`src/rtl/display_scan.sv`:
```
// Four-digit seven-segment scanner: walks the anodes, shows one frame-captured
// BCD digit per anode, and blinks the selected digit pair while in adjust mode.
module display_scan #(
    parameter int REFRESH_DIV = 50000,
    parameter int BLINK_DIV   = 25000000
) (
    input  logic       clk,
    input  logic       rst_n,
    input  logic [3:0] digit0,
    input  logic [3:0] digit1,
    input  logic [3:0] digit2,
    input  logic [3:0] digit3,
    input  logic       adj,
    input  logic       sel_pair,
    output logic [3:0] numb,
    output logic       blank,
    output logic [3:0] an
);

    localparam int RW = (REFRESH_DIV > 1) ? $clog2(REFRESH_DIV) : 1;
    localparam int BW = (BLINK_DIV > 1) ? $clog2(BLINK_DIV) : 1;
    localparam logic [RW-1:0] RCNT_LAST = RW'(REFRESH_DIV - 1);
    localparam logic [BW-1:0] BCNT_LAST = BW'(BLINK_DIV - 1);

    logic          run_q,  run_d;
    logic [RW-1:0] rcnt_q, rcnt_d;
    logic [1:0]    idx_q,  idx_d;
    logic [3:0]    sh_q [4];
    logic [3:0]    sh_d [4];
    logic [BW-1:0] bcnt_q, bcnt_d;
    logic          ph_q,   ph_d;
    logic          pair_hit_s;

    // Scan sequencing: start-up capture, per-digit dwell, frame-boundary capture.
    always_comb begin
        run_d  = run_q;
        rcnt_d = rcnt_q;
        idx_d  = idx_q;
        for (int i = 0; i < 4; i++) begin
            sh_d[i] = sh_q[i];
        end
        if (!run_q) begin
            run_d   = 1'b1;
            rcnt_d  = '0;
            idx_d   = 2'd0;
            sh_d[0] = digit0;
            sh_d[1] = digit1;
            sh_d[2] = digit2;
            sh_d[3] = digit3;
        end else if (rcnt_q == RCNT_LAST) begin
            rcnt_d = '0;
            idx_d  = idx_q + 2'd1;
            // Inputs are only sampled here so a frame never mixes old and new digits.
            if (idx_q == 2'd3) begin
                sh_d[0] = digit0;
                sh_d[1] = digit1;
                sh_d[2] = digit2;
                sh_d[3] = digit3;
            end else begin
                idx_d = idx_q + 2'd1;
            end
        end else begin
            rcnt_d = rcnt_q + RW'(1);
        end
    end

    // Blink timebase: free-runs only while adjusting, restarts visible on entry.
    always_comb begin
        bcnt_d = bcnt_q;
        ph_d   = ph_q;
        if (!adj) begin
            bcnt_d = '0;
            ph_d   = 1'b0;
        end else if (bcnt_q == BCNT_LAST) begin
            bcnt_d = '0;
            ph_d   = ~ph_q;
        end else begin
            bcnt_d = bcnt_q + BW'(1);
        end
    end

    // State registers with synchronous active-low reset.
    always_ff @(posedge clk) begin
        if (!rst_n) begin
            run_q  <= 1'b0;
            rcnt_q <= '0;
            idx_q  <= 2'd0;
            bcnt_q <= '0;
            ph_q   <= 1'b0;
            for (int i = 0; i < 4; i++) begin
                sh_q[i] <= 4'd0;
            end
        end else begin
            run_q  <= run_d;
            rcnt_q <= rcnt_d;
            idx_q  <= idx_d;
            bcnt_q <= bcnt_d;
            ph_q   <= ph_d;
            for (int i = 0; i < 4; i++) begin
                sh_q[i] <= sh_d[i];
            end
        end
    end

    // Display drive; adj and sel_pair act combinationally on blanking.
    always_comb begin
        an         = 4'b1111;
        numb       = 4'd0;
        pair_hit_s = sel_pair ? idx_q[1] : ~idx_q[1];
        blank      = ~run_q | (adj & ph_q & pair_hit_s);
        if (run_q) begin
            case (idx_q)
                2'd0: begin an = 4'b1110; numb = sh_q[0]; end
                2'd1: begin an = 4'b1101; numb = sh_q[1]; end
                2'd2: begin an = 4'b1011; numb = sh_q[2]; end
                2'd3: begin an = 4'b0111; numb = sh_q[3]; end
                default: begin an = 4'b1111; numb = 4'd0; end
            endcase
        end else begin
            an   = 4'b1111;
            numb = 4'd0;
        end
    end

endmodule

```
`config.mk`:
```
export PLATFORM = sky130hd
export DESIGN_NAME = display_scan
export DESIGN_NICKNAME = d
export VERILOG_FILES = /design/src/rtl/display_scan.sv
export SDC_FILE = /design/constraint.sdc
export NUM_CORES = 1
export LEC_CHECK = 0
export BUFFER_PORTS_ARGS = -buffer_cell sky130_fd_sc_hd__buf_2
export CAP_MARGIN = 40
export CORE_MARGIN = 8
export CORE_UTILIZATION = 45
export CTS_CLUSTER_SIZE = 16
export DETAILED_ROUTE_END_ITERATION = 7
export PLACE_DENSITY = 0.72
export SYNTH_ARGS = -nofsm -noshare
export SYNTH_HDL_FRONTEND = slang
export SYNTH_SLANG_ARGS = --single-unit
```
`constraint.sdc`:
```
create_clock -name clk -period 3.05 [get_ports clk]
set_input_delay 0.305 -clock clk [delete_from_list [all_inputs] [get_ports clk]]
set_output_delay 0.305 -clock clk [all_outputs]
set_load 0.005 [all_outputs]
```
==> summary.md <==
| Metric | Value |
|---|---|
| Status | `complete, no violations` |
| FF+latch area | `1220 µm²` |
| CP Max Fanout | `6` |
| Largest cells by area after synthesis | `dfxtp_1, nand2_1, nor2_1` |
| CTS Hold Bufs | `0` |
| Final worst slack | `0.821 ns` |
| CP Cell Sequence | `inv_1, ha_1, a222oi_1, nor2_1, a21oi_1, nor2_1, buf_2` |
| Ys async rst share | `0%` |
| Sequential fraction of the synthesis area | `42.2%` |
| Clk slew on worst S/H paths | `0.07 ns` |
| Detailed Route Iter0 Violations | `93` |
| Fmax achieved | `449 MHz` |
| Top cell by count, worst path | `nor2_1` |
| Vert. Die Dim | `96.2 µm` |
| Vias per inst | `5.28` |
| Share of the synthesized area in the top cell type | `42.2%` |
| Pleak | `1.13 nW` |
| DP Cell Count | `434` |
| Fin. Hold Viols | `0` |
| FF-to-FF path depth | `4` |
| Setup bufs post-CTS | `0` |
| H-tree Lvls | `3` |
| Crit path required time | `2.74 ns` |
| Max-slew headroom | `51.3%` |
| Port Buffers | `28` |
| Layout cells sized above 1 | `15.3%` |
| Post-synth EDFFs | `0` |
| Core area | `6280 µm²` |
| Synth area leader | `dfxtp_1` |
| Utilization after layout | `52.4%` |
| Final routed DRC violation total | `0` |
| Post-DP HPWL | `4130 µm` |
| Chip Width | `96.2 µm` |
| Overall Global Routing Usage | `13.8%` |
| RSZ-0062 raised after global routing | `no` |
| Worst hold path type | `in -> reg` |
| Setup TNS | `0 ns` |
| Post-Syn Instances | `340` |
| GP Congestion | `0.784` |
| CTS Buf Count | `9` |
| Clock sink count | `61` |
| NumNets Final | `395` |
| Least-Margin Pin Slew | `0.730 ns` |
| Max-slew violations | `0` |
| CTS Buffer Depth | `2` |
| Number of global-route vias before repair | `2,357` |
| Avg Inst Size Synth | `8.51 µm²` |
| VDD IR-drop max | `0.402 mV` |
| Arrival @ worst endpoint | `1.92 ns` |
| Max cap viols | `0` |
| Number of diodes | `0` |
| Yosys warnings | `0` |
| Fillers | `579` |
| Starting Density | `46.1%` |
| Slowest-stage cell, CP | `dfxtp_1` |
| CTS root buffer | `clkbuf_8` |
| WL per Instance | `13.0 µm` |
| Mapped Nets | `367` |
| Ys flop type | `dfxtp_1` |
| CTS tree | `built` |
| First-pass GRT wire length | `10,200 µm` |
| Pre-antenna DRT Iters | `4` |
| Die area | `9250 µm²` |
| Power per Cell Area | `508 nW/µm²` |
| ANT nets after route | `0` |
| Hold path depth | `3` |
| Area of the multi-input gates | `1570 µm²` |
| Finished Layout Cells | `449` |
| Critical path capture point type | `primary output` |
| Row count | `29` |
| Max incr delay on CP | `0.47 ns` |
| Mapped Area | `2890 µm²` |
| Via Count | `2,372` |
| Area Growth Syn to Fin | `13.6%` |
| Post-CTS Resized | `0` |
| Largest net degree at the start of global routing | `36` |
| Seq cells post-synth | `61` |
| Fin crit period | `2.23 ns` |
| Distinct cells, synth | `37` |
| Total chip power | `1.67 mW` |
| Final period util | `73.1%` |
| Clk_skew | `0.00902 ns` |
| Clock latency on the worst-skew pair | `0.34 ns` |
| Total wire length | `5860 µm` |
| Initial antenna violation count | `0` |
| Crit Path Category | `reg -> out` |
| Pre-CTS setup slack | `0.984 ns` |
| Setup crit start kind | `flip-flop` |
| GRT overflow | `0` |
| IO Count | `29` |
| Final setup fails | `0` |
-- cell families (layout without fill, tap and decap cells) --
| logic type | Yosys count | count (layout) | share of synthesized area (%) |
|---|---|---|---|
| fa+ha+maj | 7 | 7 | 3.03 |
| buf+inv | 22 | 54 | 3.46 |
| flops | 61 | 61 | 42.2 |
| compound gates | 44 | 44 | 10.0 |
| simple gates | 165 | 165 | 28.2 |
| mux | 16 | 16 | 5.53 |
| xor+xnor | 25 | 25 | 7.57 |
-- power by group --
| group | total (mW) | internal (mW) | switching, mW | leakage [nW] |
|---|---|---|---|---|
| Clock | 0.778 | 0.473 | 0.305 | 0.112 |
| Combinational | 0.0675 | 0.0298 | 0.0377 | 0.522 |
| Sequential | 0.824 | 0.813 | 0.0106 | 0.495 |
| Total | 1.67 | 1.32 | 0.353 | 1.13 |
-- critical path, delay by kind of cell (launching register included) --
kind / cells / cell delay (ns)
compound gates: 2 / 0.49
buf+inv: 2 / 0.24
simple gates: 2 / 0.13
flops: 1 / 0.47
fa+ha+maj: 1 / 0.27
-- metal layers --
metal | part of all wire (%) | GRT usage, % | up-vias
met4 | 1.6 | 6.91 | 0
li1 | - | - | 1248
met1 | 46 | 15.4 | 1081
met2 | 47 | 23.9 | 36
met3 | 5.0 | 3.59 | 7
met5 | 0 | 0 | -
-- layout by cell type, fill, tap and decap left out, types with 2 or more instances in the layout --
| cell type | count |
|---|---|
| or3_1 | 8 |
| and2_1 | 2 |
| nand4b_1 | 2 |
| or3b_2 | 3 |
| clkbuf_8 | 10 |
| mux2i_1 | 16 |
| dfxtp_1 | 61 |
| nor4_1 | 6 |
| bufinv_16 | 2 |
| nor2_1 | 43 |
| xor2_1 | 7 |
| buf_2 | 28 |
| clkinv_2 | 3 |
| o31ai_1 | 4 |
| nand2_1 | 55 |
| nor3_1 | 6 |
| or4_4 | 2 |
| a21oi_1 | 20 |
| nand4_1 | 9 |
| o21ai_0 | 9 |
| a222oi_1 | 4 |
| or2_2 | 3 |
| inv_1 | 10 |
| ha_1 | 7 |
| or4_1 | 6 |
| o41ai_1 | 3 |
| and4_1 | 2 |
| nand3_1 | 14 |
| xnor2_1 | 18 |
-- cell usage after synthesis (4+ instances only) --
library cell   n
a21oi_1       20
a222oi_1       4
clkbuf_1       7
dfxtp_1       61
ha_1           7
inv_1         10
mux2i_1       16
nand2_1       55
nand3_1       14
nand4_1        9
nor2_1        43
nor3_1         6
nor4_1         6
o21ai_0        9
o31ai_1        4
or3_1          8
or4_1          6
xnor2_1       18
xor2_1         7
-- worst paths after layout --
check                                start    endpoint  slack (ns)
worst max-delay path              idx_q[1]     numb[0]        0.82
worst min-delay path             digit3[2]  sh_q[3][2]        0.20
worst max register to register   bcnt_q[3]  bcnt_q[19]        0.93
worst min register to register  sh_q[1][0]  sh_q[1][0]        0.46
-- sequential cells by signal (all words and copies together), names as in the netlist --
name,count
idx_q,2
run_q,1
bcnt_q,25
rcnt_q,16
ph_q,1
sh_q,16
-- through the flow --
stage	hold WS (ns)	area, µm²
floorplan	0.333	2890
global placement	0.445	3080
detailed placement	0.454	3080
CTS	0.185	3290
global route	0.189	3290
finish	0.197	3290
-- final cells by class --
class                           instances  share of cell area [%]
Inverter                               10                    1.14
Clock buffer                           10                    4.19
Timing Repair Buffer                   29                    4.49
Clock inverter                          5                    2.28
Sequential cell                        61                    37.1
Multi-Input combinational cell        257                    47.8
Tap cell                               77                    2.93
Note: power is estimated with default switching activity, not from simulation.
